--- config.mk ---
export PLATFORM = sky130hd
export DESIGN_NAME = llc_way_scan
export DESIGN_NICKNAME = d
export VERILOG_FILES = /design/src/rtl/cache_consts.sv /design/src/rtl/cache_types.sv /design/src/rtl/llc_way_scan.sv
export SDC_FILE = /design/constraint.sdc
export NUM_CORES = 1
export LEC_CHECK = 0
export BUFFER_PORTS_ARGS = -buffer_cell sky130_fd_sc_hd__buf_4
export CORE_AREA = 2 2 112 114
export CTS_CLUSTER_SIZE = 10
export DETAILED_ROUTE_END_ITERATION = 16
export DIE_AREA = 0 0 114 116
export PLACE_DENSITY = 0.82
export SLEW_MARGIN = 10
export SYNTH_ARGS = -nofsm -noshare
export SYNTH_HDL_FRONTEND = slang
export SYNTH_SLANG_ARGS = --single-unit
--- constraint.sdc ---
create_clock -name clk -period 4.08 [get_ports clk]
set_input_delay 0.204 -clock clk [delete_from_list [all_inputs] [get_ports clk]]
set_output_delay 0.204 -clock clk [all_outputs]
set_load 0.05 [all_outputs]
--- src/rtl/cache_consts.sv ---
// Cache-wide constants: geometry macros and coherence state encodings.
// Defines `LLC_WAYS and `LLC_WAY_BITS for every file compiled after this one.
`ifndef LLC_WAYS
`define LLC_WAYS 16
`endif
`ifndef LLC_WAY_BITS
`define LLC_WAY_BITS 4
`endif

package cache_consts;

    localparam int LLC_TAG_BITS   = 12;
    localparam int LLC_STATE_BITS = 3;

    // Coherence states as held in the LLC set buffers
    localparam logic [LLC_STATE_BITS-1:0] INVALID   = 3'd0;
    localparam logic [LLC_STATE_BITS-1:0] VALID     = 3'd1;
    localparam logic [LLC_STATE_BITS-1:0] SHARED    = 3'd2;
    localparam logic [LLC_STATE_BITS-1:0] EXCLUSIVE = 3'd3;
    localparam logic [LLC_STATE_BITS-1:0] MODIFIED  = 3'd4;
    localparam logic [LLC_STATE_BITS-1:0] SD        = 3'd5;  // transient, cannot be evicted

endpackage

--- src/rtl/cache_types.sv ---
// Cache-wide types: tag, state and way index, plus the way-scan FSM states.
package cache_types;

    import cache_consts::*;

    typedef logic [LLC_TAG_BITS-1:0]   llc_tag_t;
    typedef logic [LLC_STATE_BITS-1:0] llc_state_t;
    typedef logic [`LLC_WAY_BITS-1:0]  llc_way_t;

    typedef enum logic [1:0] {
        IDLE,
        SCAN_HIT,
        SCAN_VICT,
        RESP
    } llc_way_scan_state_t;

endpackage

--- src/rtl/llc_way_scan.sv ---
// LLC way scan: walks one buffered set a way per cycle looking for a tag hit,
// then walks from the round-robin pointer to pick a victim (skipping SD ways).
// Optional macro LLC_INVALID_FIRST_EN: on a miss, reuse the lowest INVALID way
// seen during the hit scan and skip the victim walk.
module llc_way_scan
    import cache_consts::*;
    import cache_types::*;
#(
    parameter int LLC_WAYS = `LLC_WAYS
) (
    input  logic                       clk,
    input  logic                       rst,
    input  logic                       start,
    input  llc_tag_t                   tag,
    input  llc_tag_t   [LLC_WAYS-1:0]  tags_buf,
    input  llc_state_t [LLC_WAYS-1:0]  states_buf,
    input  logic       [LLC_WAYS-1:0]  dirty_bits_buf,
    input  llc_way_t                   evict_way_buf,
    input  logic                       out_ready,
    output logic                       busy,
    output logic                       out_valid,
    output logic                       hit,
    output llc_way_t                   way,
    output logic                       evict,
    output logic                       evict_dirty,
    output logic                       conflict
);

    localparam llc_way_t LAST_WAY = llc_way_t'(LLC_WAYS - 1);

    llc_way_scan_state_t state_q, state_d;
    llc_way_t            cnt_q, cnt_d;
    llc_tag_t            tag_q, tag_d;
    logic                busy_q, busy_d;
    logic                out_valid_q, out_valid_d;
    logic                hit_q, hit_d;
    llc_way_t            way_q, way_d;
    logic                evict_q, evict_d;
    logic                evict_dirty_q, evict_dirty_d;
    logic                conflict_q, conflict_d;
`ifdef LLC_INVALID_FIRST_EN
    logic                inv_found_q, inv_found_d;
    llc_way_t            inv_way_q, inv_way_d;
    logic                cur_inv;
`endif
    llc_way_t            vict_way;

    // Next-state and result computation; result fields only change on entry to RESP
    always_comb begin
        state_d       = state_q;
        cnt_d         = cnt_q;
        tag_d         = tag_q;
        busy_d        = busy_q;
        out_valid_d   = out_valid_q;
        hit_d         = hit_q;
        way_d         = way_q;
        evict_d       = evict_q;
        evict_dirty_d = evict_dirty_q;
        conflict_d    = conflict_q;
`ifdef LLC_INVALID_FIRST_EN
        inv_found_d   = inv_found_q;
        inv_way_d     = inv_way_q;
        cur_inv       = (states_buf[cnt_q] == INVALID);
`endif
        // candidate wraps naturally in the way-index width
        vict_way      = llc_way_t'(evict_way_buf + cnt_q);

        case (state_q)
            IDLE: begin
                if (start) begin
                    tag_d   = tag;
                    cnt_d   = '0;
                    busy_d  = 1'b1;
                    state_d = SCAN_HIT;
`ifdef LLC_INVALID_FIRST_EN
                    inv_found_d = 1'b0;
`endif
                end
            end
            SCAN_HIT: begin
                if (states_buf[cnt_q] != INVALID && tags_buf[cnt_q] == tag_q) begin
                    state_d       = RESP;
                    out_valid_d   = 1'b1;
                    hit_d         = 1'b1;
                    way_d         = cnt_q;
                    evict_d       = 1'b0;
                    evict_dirty_d = 1'b0;
                    conflict_d    = 1'b0;
                end else begin
`ifdef LLC_INVALID_FIRST_EN
                    if (!inv_found_q && cur_inv) begin
                        inv_found_d = 1'b1;
                        inv_way_d   = cnt_q;
                    end
`endif
                    if (cnt_q == LAST_WAY) begin
`ifdef LLC_INVALID_FIRST_EN
                        if (inv_found_q || cur_inv) begin
                            state_d       = RESP;
                            out_valid_d   = 1'b1;
                            hit_d         = 1'b0;
                            way_d         = inv_found_q ? inv_way_q : cnt_q;
                            evict_d       = 1'b0;
                            evict_dirty_d = 1'b0;
                            conflict_d    = 1'b0;
                        end else begin
                            state_d = SCAN_VICT;
                            cnt_d   = '0;
                        end
`else
                        state_d = SCAN_VICT;
                        cnt_d   = '0;
`endif
                    end else begin
                        cnt_d = cnt_q + 1'b1;
                    end
                end
            end
            SCAN_VICT: begin
                if (states_buf[vict_way] != SD) begin
                    state_d       = RESP;
                    out_valid_d   = 1'b1;
                    hit_d         = 1'b0;
                    way_d         = vict_way;
                    evict_d       = (states_buf[vict_way] != INVALID);
                    evict_dirty_d = (states_buf[vict_way] != INVALID) & dirty_bits_buf[vict_way];
                    conflict_d    = 1'b0;
                end else if (cnt_q == LAST_WAY) begin
                    // every way is mid-transaction: report a conflict, nothing to evict
                    state_d       = RESP;
                    out_valid_d   = 1'b1;
                    hit_d         = 1'b0;
                    way_d         = evict_way_buf;
                    evict_d       = 1'b0;
                    evict_dirty_d = 1'b0;
                    conflict_d    = 1'b1;
                end else begin
                    cnt_d = cnt_q + 1'b1;
                end
            end
            RESP: begin
                if (out_ready) begin
                    state_d     = IDLE;
                    out_valid_d = 1'b0;
                    busy_d      = 1'b0;
                end
            end
            default: state_d = IDLE;
        endcase
    end

    // State and output registers with synchronous active-low reset
    always_ff @(posedge clk) begin
        if (!rst) begin
            state_q       <= IDLE;
            cnt_q         <= '0;
            tag_q         <= '0;
            busy_q        <= 1'b0;
            out_valid_q   <= 1'b0;
            hit_q         <= 1'b0;
            way_q         <= '0;
            evict_q       <= 1'b0;
            evict_dirty_q <= 1'b0;
            conflict_q    <= 1'b0;
`ifdef LLC_INVALID_FIRST_EN
            inv_found_q   <= 1'b0;
            inv_way_q     <= '0;
`endif
        end else begin
            state_q       <= state_d;
            cnt_q         <= cnt_d;
            tag_q         <= tag_d;
            busy_q        <= busy_d;
            out_valid_q   <= out_valid_d;
            hit_q         <= hit_d;
            way_q         <= way_d;
            evict_q       <= evict_d;
            evict_dirty_q <= evict_dirty_d;
            conflict_q    <= conflict_d;
`ifdef LLC_INVALID_FIRST_EN
            inv_found_q   <= inv_found_d;
            inv_way_q     <= inv_way_d;
`endif
        end
    end

    assign busy        = busy_q;
    assign out_valid   = out_valid_q;
    assign hit         = hit_q;
    assign way         = way_q;
    assign evict       = evict_q;
    assign evict_dirty = evict_dirty_q;
    assign conflict    = conflict_q;

endmodule

# Yosys cells after proc, flatten, opt, wreduce, memory -nomap -nowiden

Index checks and enable logic that the tools add are counted.

Register bits after elaboration: 28
Bits of input ports: 276
Output and inout port bits: 10

Add/subtract/negate cells: 2
Magnitude comparators: 2
Equal/unequal tests: 14
Mux-type cells: 42
Bitwise gates (word level): 1
Reductions and logical operators: 14

Operators with widths:

| operator            | number |
|---|---|
| $bmux 12 s4         | 1 |
| $mux 4              | 8 |
| $bmux 3 s4          | 2 |
| $eq 12x12->1        | 1 |
| $mux 1              | 12 |
| $mux 12             | 1 |
| $mux 2              | 6 |
| $ne 2x2->1 const B  | 6 |
| $pmux 4 s3          | 1 |
| $reduce_bool 3->1   | 4 |
| $lt 4x5->1 const B  | 2 |
| $pmux 1 s2          | 5 |
| $ne 3x3->1 const B  | 3 |
| $pmux 2 s4          | 1 |
| $pmux 4 s2          | 1 |
| $reduce_and 4->1    | 2 |
| $mux 3              | 2 |
| $reduce_and 3->1    | 2 |
| $reduce_and 5->1    | 1 |
| $add 4x1->4 const B | 1 |
| $add 4x4->4         | 1 |
| $bmux 1 s4          | 1 |
| $eq 2x2->1 const B  | 2 |
| $eq 4x4->1 const B  | 1 |
| other kinds (7)     | 8 |

# Logic depth before layout (Yosys ltp)

Gate-level depths: netlist of the first run.

Depth in word-level cells: 7
Mapped depth: 12
Depth with buffers taken out: 9

# Worst setup path after synthesis of the first run

OpenSTA, ideal clock, no wires.

Path type: flip-flop to flip-flop
From: reg cnt_q[0]
To: reg out_valid_q, in the netlist out_valid
Arrival time: 3.155 ns
Slack: 0.808 ns
Cell stages (with the launch flop): 12
Path buffers: 2
Period minus slack after synthesis: 3.272 ns
Path through: dfxtp_1 -> ha_1 -> fa_1 -> clkbuf_1 -> clkbuf_1 -> mux4_2 -> mux2i_1 -> mux2_2 -> nor3_2 -> nand3_1 -> and2_1 -> a32o_1

Cells in the longest elaborated chain, start to end: 6
Elaborated cells between the ends (all ways): 17
Classes of those cells: add/sub: 1; eq/ne: 5; mux: 8; reduce/logical: 3

Ends and longest elaborated chain:

| element                                                                | RTL line                                | source |
|---|---|---|
| from (decl)                                                            | llc_way_scan.sv:32                      | `llc_way_t cnt_q, cnt_d;` |
| from (signal assigned)                                                 | llc_way_scan.sv:171                     | `cnt_q <= cnt_d;` |
| $add 4x4->4 (tied with other cells)                                    | llc_way_scan.sv:66                      | `vict_way = llc_way_t'(evict_way_buf + cnt_q);` |
| $bmux 3 s4 (tied with other cells)                                     | llc_way_scan.sv:120                     | `if (states_buf[vict_way] != SD) begin` |
| $mux 3 (implied by the code) (tied with other cells)                   | llc_way_scan.sv:120                     |  |
| $ne 3x3->1 / $logic_and 1x1->1 (equally long branches)                 | llc_way_scan.sv:120, llc_way_scan.sv:81 |  |
| $ne 3x3->1 (no source line) (tied with other cells)                    | -                                       |  |
| $reduce_and 4->1 (no source line) / $pmux 1 s3 (equally long branches) | -                                       |  |
| to (signal assigned)                                                   | llc_way_scan.sv:174                     | `out_valid_q <= out_valid_d;` |
| to (decl)                                                              | llc_way_scan.sv:35                      | `logic out_valid_q, out_valid_d;` |

Parallel ways exist; a longest one is shown, timed or not. The select of a mux whose other input is x is not followed.
A chain may end at the register's enable or synchronous reset.

# Worst setup path in the final report of the first run

From: reg cnt_q[0]
To: reg cnt_q[3]

Cells in the longest elaborated chain, start to end: 6
Elaborated cells between the ends (all ways): 22
Classes of those cells: add/sub: 2; eq/ne: 6; mux: 11; reduce/logical: 3

Ends and longest elaborated chain:

| element                                                | RTL line |
|---|---|
| $add 4x4->4 (tied with other cells)                    | llc_way_scan.sv:66 |
| $bmux 3 s4 (tied with other cells)                     | llc_way_scan.sv:120 |
| $mux 3 (implied by the code) (tied with other cells)   | llc_way_scan.sv:120 |
| $ne 3x3->1 / $logic_and 1x1->1 (equally long branches) | llc_way_scan.sv:120, llc_way_scan.sv:81 |
| $ne 2x2->1 (no source line)                            | - |
| $reduce_and 5->1 (no source line)                      | - |

Parallel ways exist; a longest one is shown, timed or not. The select of a mux whose other input is x is not followed.

==> impl_metrics.toml, run 1 <==
[place]
portBuffers = 285
hpwl_mm = 14.0
placed_cells = 856
placed_area_sq_um = 6470
post-place-ws_ns = 0.632
gp_congestion = 0.890

[cells_and_area]
final_cells = 860
num_antenna_cells = 0
post-route-util = 0.552
nFillCells = 1121
fin_nets = 1000
final_area_sq_um = 6570
drive_above_1_share = 0.495
syn_to_final_growth_pct = 55.2

[detailed_routing]
drt_iter0_markers = 243
ant_nets = 0
drt-pass1-iter-count = 5
totalWireLength_mm = 16.6
wl_per_cell_um = 19.4
drc = 0
via_per_inst = 5.73
vias = 4927

[power]
p_total_mw = 1.82
ir_drop_mv = 0.225
power.density_nw_per_um2 = 277
seqPwrFrac = 0.203
intPower_mw = 1.11
comb_power_share = 0.632
leakage_nw = 2.79
p_switching_mw = 0.712
clockPowerShare = 0.165
p_sw_frac = 0.391

[die]
start_util = 0.356
die_h_um = 116
ios = 286
coreArea_sq_um = 11900
die_area_sq_um = 13200
rows = 40
die_width_um = 114

[clock_tree]
cts_buffers = 3
clk_pin_slew_ns = 0.08
clockRootBuffer = "clkbuf_16"
cts_sinks = 28
cts_buffer_depth = 2
cts_tree = "done"
cts_setup_buffers = 0
holdBufCountCts = 0
cts_resized = 0
clock_latency_ns = 0.27
htreeDepth = 1

[logic_synthesis]
ys_ff_latch = 28
synth.distinct_cells = 57
syn-num-nets = 737
syn_inst = 451
synth_edf_count = 0
yosysMostFrequentCell = "mux2i_1"
synth_top_area_share = 0.229
netlist_area_sq_um = 4240
async_flop_share = 0
postSynthAreaPerCell_sq_um = 9.39
ys_seq_area_frac = 0.132
yosysWarningCount = 0
synth_ff_type = "dfxtp_1"
ys_top_cells_by_count = "mux2i_1, nand2_1, mux4_2, dfxtp_1, a21oi_1"
synth_top_cells_by_area = "mux4_2, mux2i_1, dfxtp_1"
synth_top_cell_by_area = "mux4_2"

[timing]
min_period_ns = 3.53
skew_ns = 0.00661
rsz0062_at_grt = "no"
slew_violations = 0
slew_headroom = 0.492
final.setup.tns_ns = 0
fin_crit_sh = 0.866
holdWs_ns = 0.182
worstMarginPinSlew_ns = 0.759
setup_viol = 0
hold_viol_final = 0
fin_ws_ns = 0.545
fmax_ghz = 0.283

[global_routing]
grt_overflow = 0
grt_usage = 0.243
grt_antenna_before_repair = 0
grt_pass1_vias = 4819
grt_start_max_net_pins = 88
grt_pass1_wl_mm = 25.2

[worst_setup_path]
critPathArrivalTime_ns = 3.74
crit_path_start_kind = "flop"
ff2ff_path_depth = 9
r2r_start = "cnt_q[0]"
critPathKind = "reg -> reg"
end_kind = "flop"
critPathMaxFanout = 14
cp.required_ns = 4.29
r2r_slack_ns = 0.55
worstReg2RegEnd = "cnt_q[3]"

[worst_hold_path]
holdCritPathClass = "in -> reg"
min-delay-start = "tag[2]"
hold_path_depth = 3
min_to = "tag_q[2]"

[job]
maxCapViolations = 0

[outcome]
status = "finished, final reports clean"
[how the worst max path moves through the flow]
stage                                 from   endpoint  slack, ns  cells past startpoint
after detailed placement  evict_way_buf[0]   cnt_q[3]       0.63                     10
final                             cnt_q[0]   cnt_q[3]       0.55                      9
after floorplan                   cnt_q[0]  out_valid       0.81                     11
after global placement    evict_way_buf[0]  out_valid       0.74                     10
after CTS                         cnt_q[0]   cnt_q[3]       0.61                      9
after global routing              cnt_q[0]   cnt_q[0]       0.38                      9
[sequential cells by signal (all words and copies together) (netlist names)]
| name | flops |
|---|---|
| hit | 1 |
| out_valid | 1 |
| cnt_q | 4 |
| tag_q | 12 |
| evict | 1 |
| busy | 1 |
| evict_dirty | 1 |
| state_q | 2 |
| conflict | 1 |
| way | 4 |
[power groups by stage]
stage	clock [mW]	combinational [mW]	sequential, mW
finish	0.301	1.15	0.369
global route	0.311	1.25	0.376
CTS	0.304	1.15	0.369
detailed placement	0	1.15	0.375
global placement	0	1.13	0.373
floorplan	0	0.735	0.403
[kinds of logic (layout without fill, tap and decap cells)]
family | Yosys count | count (layout) | share of synthesized area
AOI/OAI and AO/OA | 93 | 93 | 0.162
muxes | 118 | 118 | 0.407
buffers and inverters | 49 | 311 | 0.0579
DFF | 28 | 28 | 0.132
adders and majority gates | 10 | 10 | 0.0313
xor gates and xnor gates | 15 | 15 | 0.0310
and+or+nand+nor | 138 | 138 | 0.179
[metal layers]
layer,up-vias,global-route usage,routed length (um)
met5,-,0,0
met4,0,0.0577,289
met3,24,0.0549,1520
met2,266,0.458,8770
met1,2304,0.279,6070
li1,2333,-,-
[critical path, cell delays in order (launching register included)]
cell and delay, ns:
dfxtp_2 0.34, ha_1 0.21, fa_1 0.91, mux4_2 0.41
mux2i_1 0.19, mux2i_1 0.19, o41ai_1 0.47, nand2_1 0.19
a2111oi_0 0.40, o21bai_1 0.16
[layout by cell type (no fill, tap or decap), types with 3 or more instances in the layout]
cell type	synthesis	routed
a221oi_1	4	4
nand2_1	49	49
and4_1	4	4
ha_1	9	9
dfxtp_1	28	26
inv_1	8	8
clkbuf_16	0	3
nor4b_1	10	10
nor4_1	16	16
buf_4	4	294
a21oi_1	21	21
a22o_1	4	4
nor2_1	14	14
mux2i_1	72	72
xnor2_1	7	7
nand4_1	4	4
and2_1	3	3
a211o_1	5	5
mux4_2	43	43
nor2b_1	4	4
a2111oi_0	8	8
clkinv_1	3	3
xor2_1	8	8
mux2_2	3	3
a22oi_1	16	16
a21o_1	4	4
and3_1	5	5
a31oi_1	4	4
nor3_1	8	8
o21ai_0	7	7
o21bai_1	3	3
nand3_1	7	7
o211ai_1	4	4
[area by class of cell]
type                    instances  area, sq um  share of cell area
clock buffers                   3         75.1              0.0114
clock inverters                 1         30.0             0.00457
inverters                      11         41.3             0.00628
multi-input cells             374         3430               0.522
flip-flops and latches         28          566              0.0860
well taps                     147          184              0.0280
repair buffers                296         2250               0.342
Note: power is estimated with default switching activity, not from simulation.
==> inputs of run 2 (changes only) <==
MAX_ROUTING_LAYER = met4   (was default)
==> impl_metrics.toml, run 2 (same netlist as run 1, synthesis figures left out) <==
[outcome]
status = "finished, final reports clean"

[cells_and_area]
final_area_sq_um = 6570
mostFrequentLayoutCell = "buf_4"
most-common-layout-cells = "buf_4, mux2i_1, nand2_1"
post-route-util = 0.552
num_antenna_cells = 0
multi_input_area_sq_um = 3430
nFillCells = 1121
seqCellArea_sq_um = 566
syn_to_final_growth_pct = 55.2
top_register = "tag_q"
largest_reg_flops = 12
drive_above_1_share = 0.495
fin_nets = 1000

[place]
portBuffers = 285
post-place-ws_ns = 0.632
placed_area_sq_um = 6470
gp_congestion = 0.905
hpwl_mm = 14.0

[worst_setup_path]
critPathArrivalTime_ns = 3.75
r2r_slack_ns = 0.54
worstReg2RegEnd = "cnt_q[3]"
end_kind = "flop"
cp.required_ns = 4.29
crit_path_start_kind = "flop"
critPathKind = "reg -> reg"
r2r_start = "cnt_q[0]"
critPathMaxFanout = 14
ff2ff_path_depth = 9

[timing]
setup_viol = 0
fin_crit_sh = 0.867
slew_violations = 0
final.setup.tns_ns = 0
fin_ws_ns = 0.542
worstMarginPinSlew_ns = 0.770
hold_viol_final = 0
holdWs_ns = 0.182
skew_ns = 0.00598
slew_headroom = 0.485
fmax_ghz = 0.283
rsz0062_at_grt = "no"
min_period_ns = 3.54

[die]
ios = 286
start_util = 0.356
rows = 40
coreArea_sq_um = 11900
die_area_sq_um = 13200
die_width_um = 114
die_h_um = 116

[power]
ir_drop_mv = 0.223
power.density_nw_per_um2 = 276
leakage_nw = 2.79

[clock_tree]
holdBufCountCts = 0
clk_pin_slew_ns = 0.08
cts_setup_buffers = 0
cts_buffer_depth = 2
clock_latency_ns = 0.27
cts_buffers = 3
htreeDepth = 1
clockRootBuffer = "clkbuf_16"
cts_resized = 0
cts_sinks = 28
cts_tree = "done"

[job]
maxCapViolations = 0

[global_routing]
grt_antenna_before_repair = 0
grt_pass1_wl_mm = 25.2
grt_start_max_net_pins = 88
grt_overflow = 0
grt_pass1_vias = 4824
grt_usage = 0.250

[detailed_routing]
vias = 4877
totalWireLength_mm = 16.7
drt_iter0_markers = 229
ant_nets = 0
drt-pass1-iter-count = 5
via_per_inst = 5.67
wl_per_cell_um = 19.4
drc = 0

[worst_hold_path]
min_to = "tag_q[2]"
holdCritPathClass = "in -> reg"
hold_path_depth = 3
min-delay-start = "tag[2]"
-- run 2: cell counts in the layout (fill, tap and decap cells not counted) --
Identical to the previous run, type by type.
-- run 2: critical path: stages (launching register included) --
cell and delay [ns]:
dfxtp_2 0.34, ha_1 0.21, fa_1 0.90, mux4_2 0.41
mux2i_1 0.19, mux2i_1 0.19, o41ai_1 0.49, nand2_1 0.20
a2111oi_0 0.38, o21bai_1 0.16
-- run 2: power breakdown --
| part | switching, mW | internal, mW |
|---|---|---|
| clock | 0.103 | 0.196 |
| sequential | 0.0510 | 0.318 |
| combinational | 0.555 | 0.594 |
-- run 2: routing by layer --
metal  global-route usage  part of all wire  up-vias
met3               0.0492             0.085       22
met4               0.0561             0.016        0
met5                    -                 0        -
met1                0.282              0.38     2295
li1                     -                 -     2326
met2                0.459              0.52      234
-- run 2: final cells by class --
type / instances / area share
timing repair buffer: 296 / 0.342
sequential: 28 / 0.0860
clock buffer: 3 / 0.0114
tap: 147 / 0.0280
clock inverter: 1 / 0.00457
multi-input combinational: 374 / 0.522
inverter: 11 / 0.00628
-- run 2: how the worst max path moves through the flow --
| stage | from | to | slack (ns) | cells after the start |
|---|---|---|---|---|
| 5_1_grt | cnt_q[0] | cnt_q[0] | 0.38 | 9 |
| 3_3_place_gp | evict_way_buf[0] | out_valid | 0.74 | 10 |
| 4_1_cts | cnt_q[0] | cnt_q[3] | 0.61 | 9 |
| 6_report | cnt_q[0] | cnt_q[3] | 0.54 | 9 |
| 2_1_floorplan | cnt_q[0] | out_valid | 0.81 | 11 |
| 3_5_place_dp | evict_way_buf[0] | cnt_q[3] | 0.63 | 10 |
-- run 2: per-stage QoR --
stage | total power, mW | cells
floorplan | 1.14 | 451
global placement | 1.50 | 856
detailed placement | 1.52 | 856
CTS | 1.83 | 860
global route | 1.94 | 860
finish | 1.82 | 860
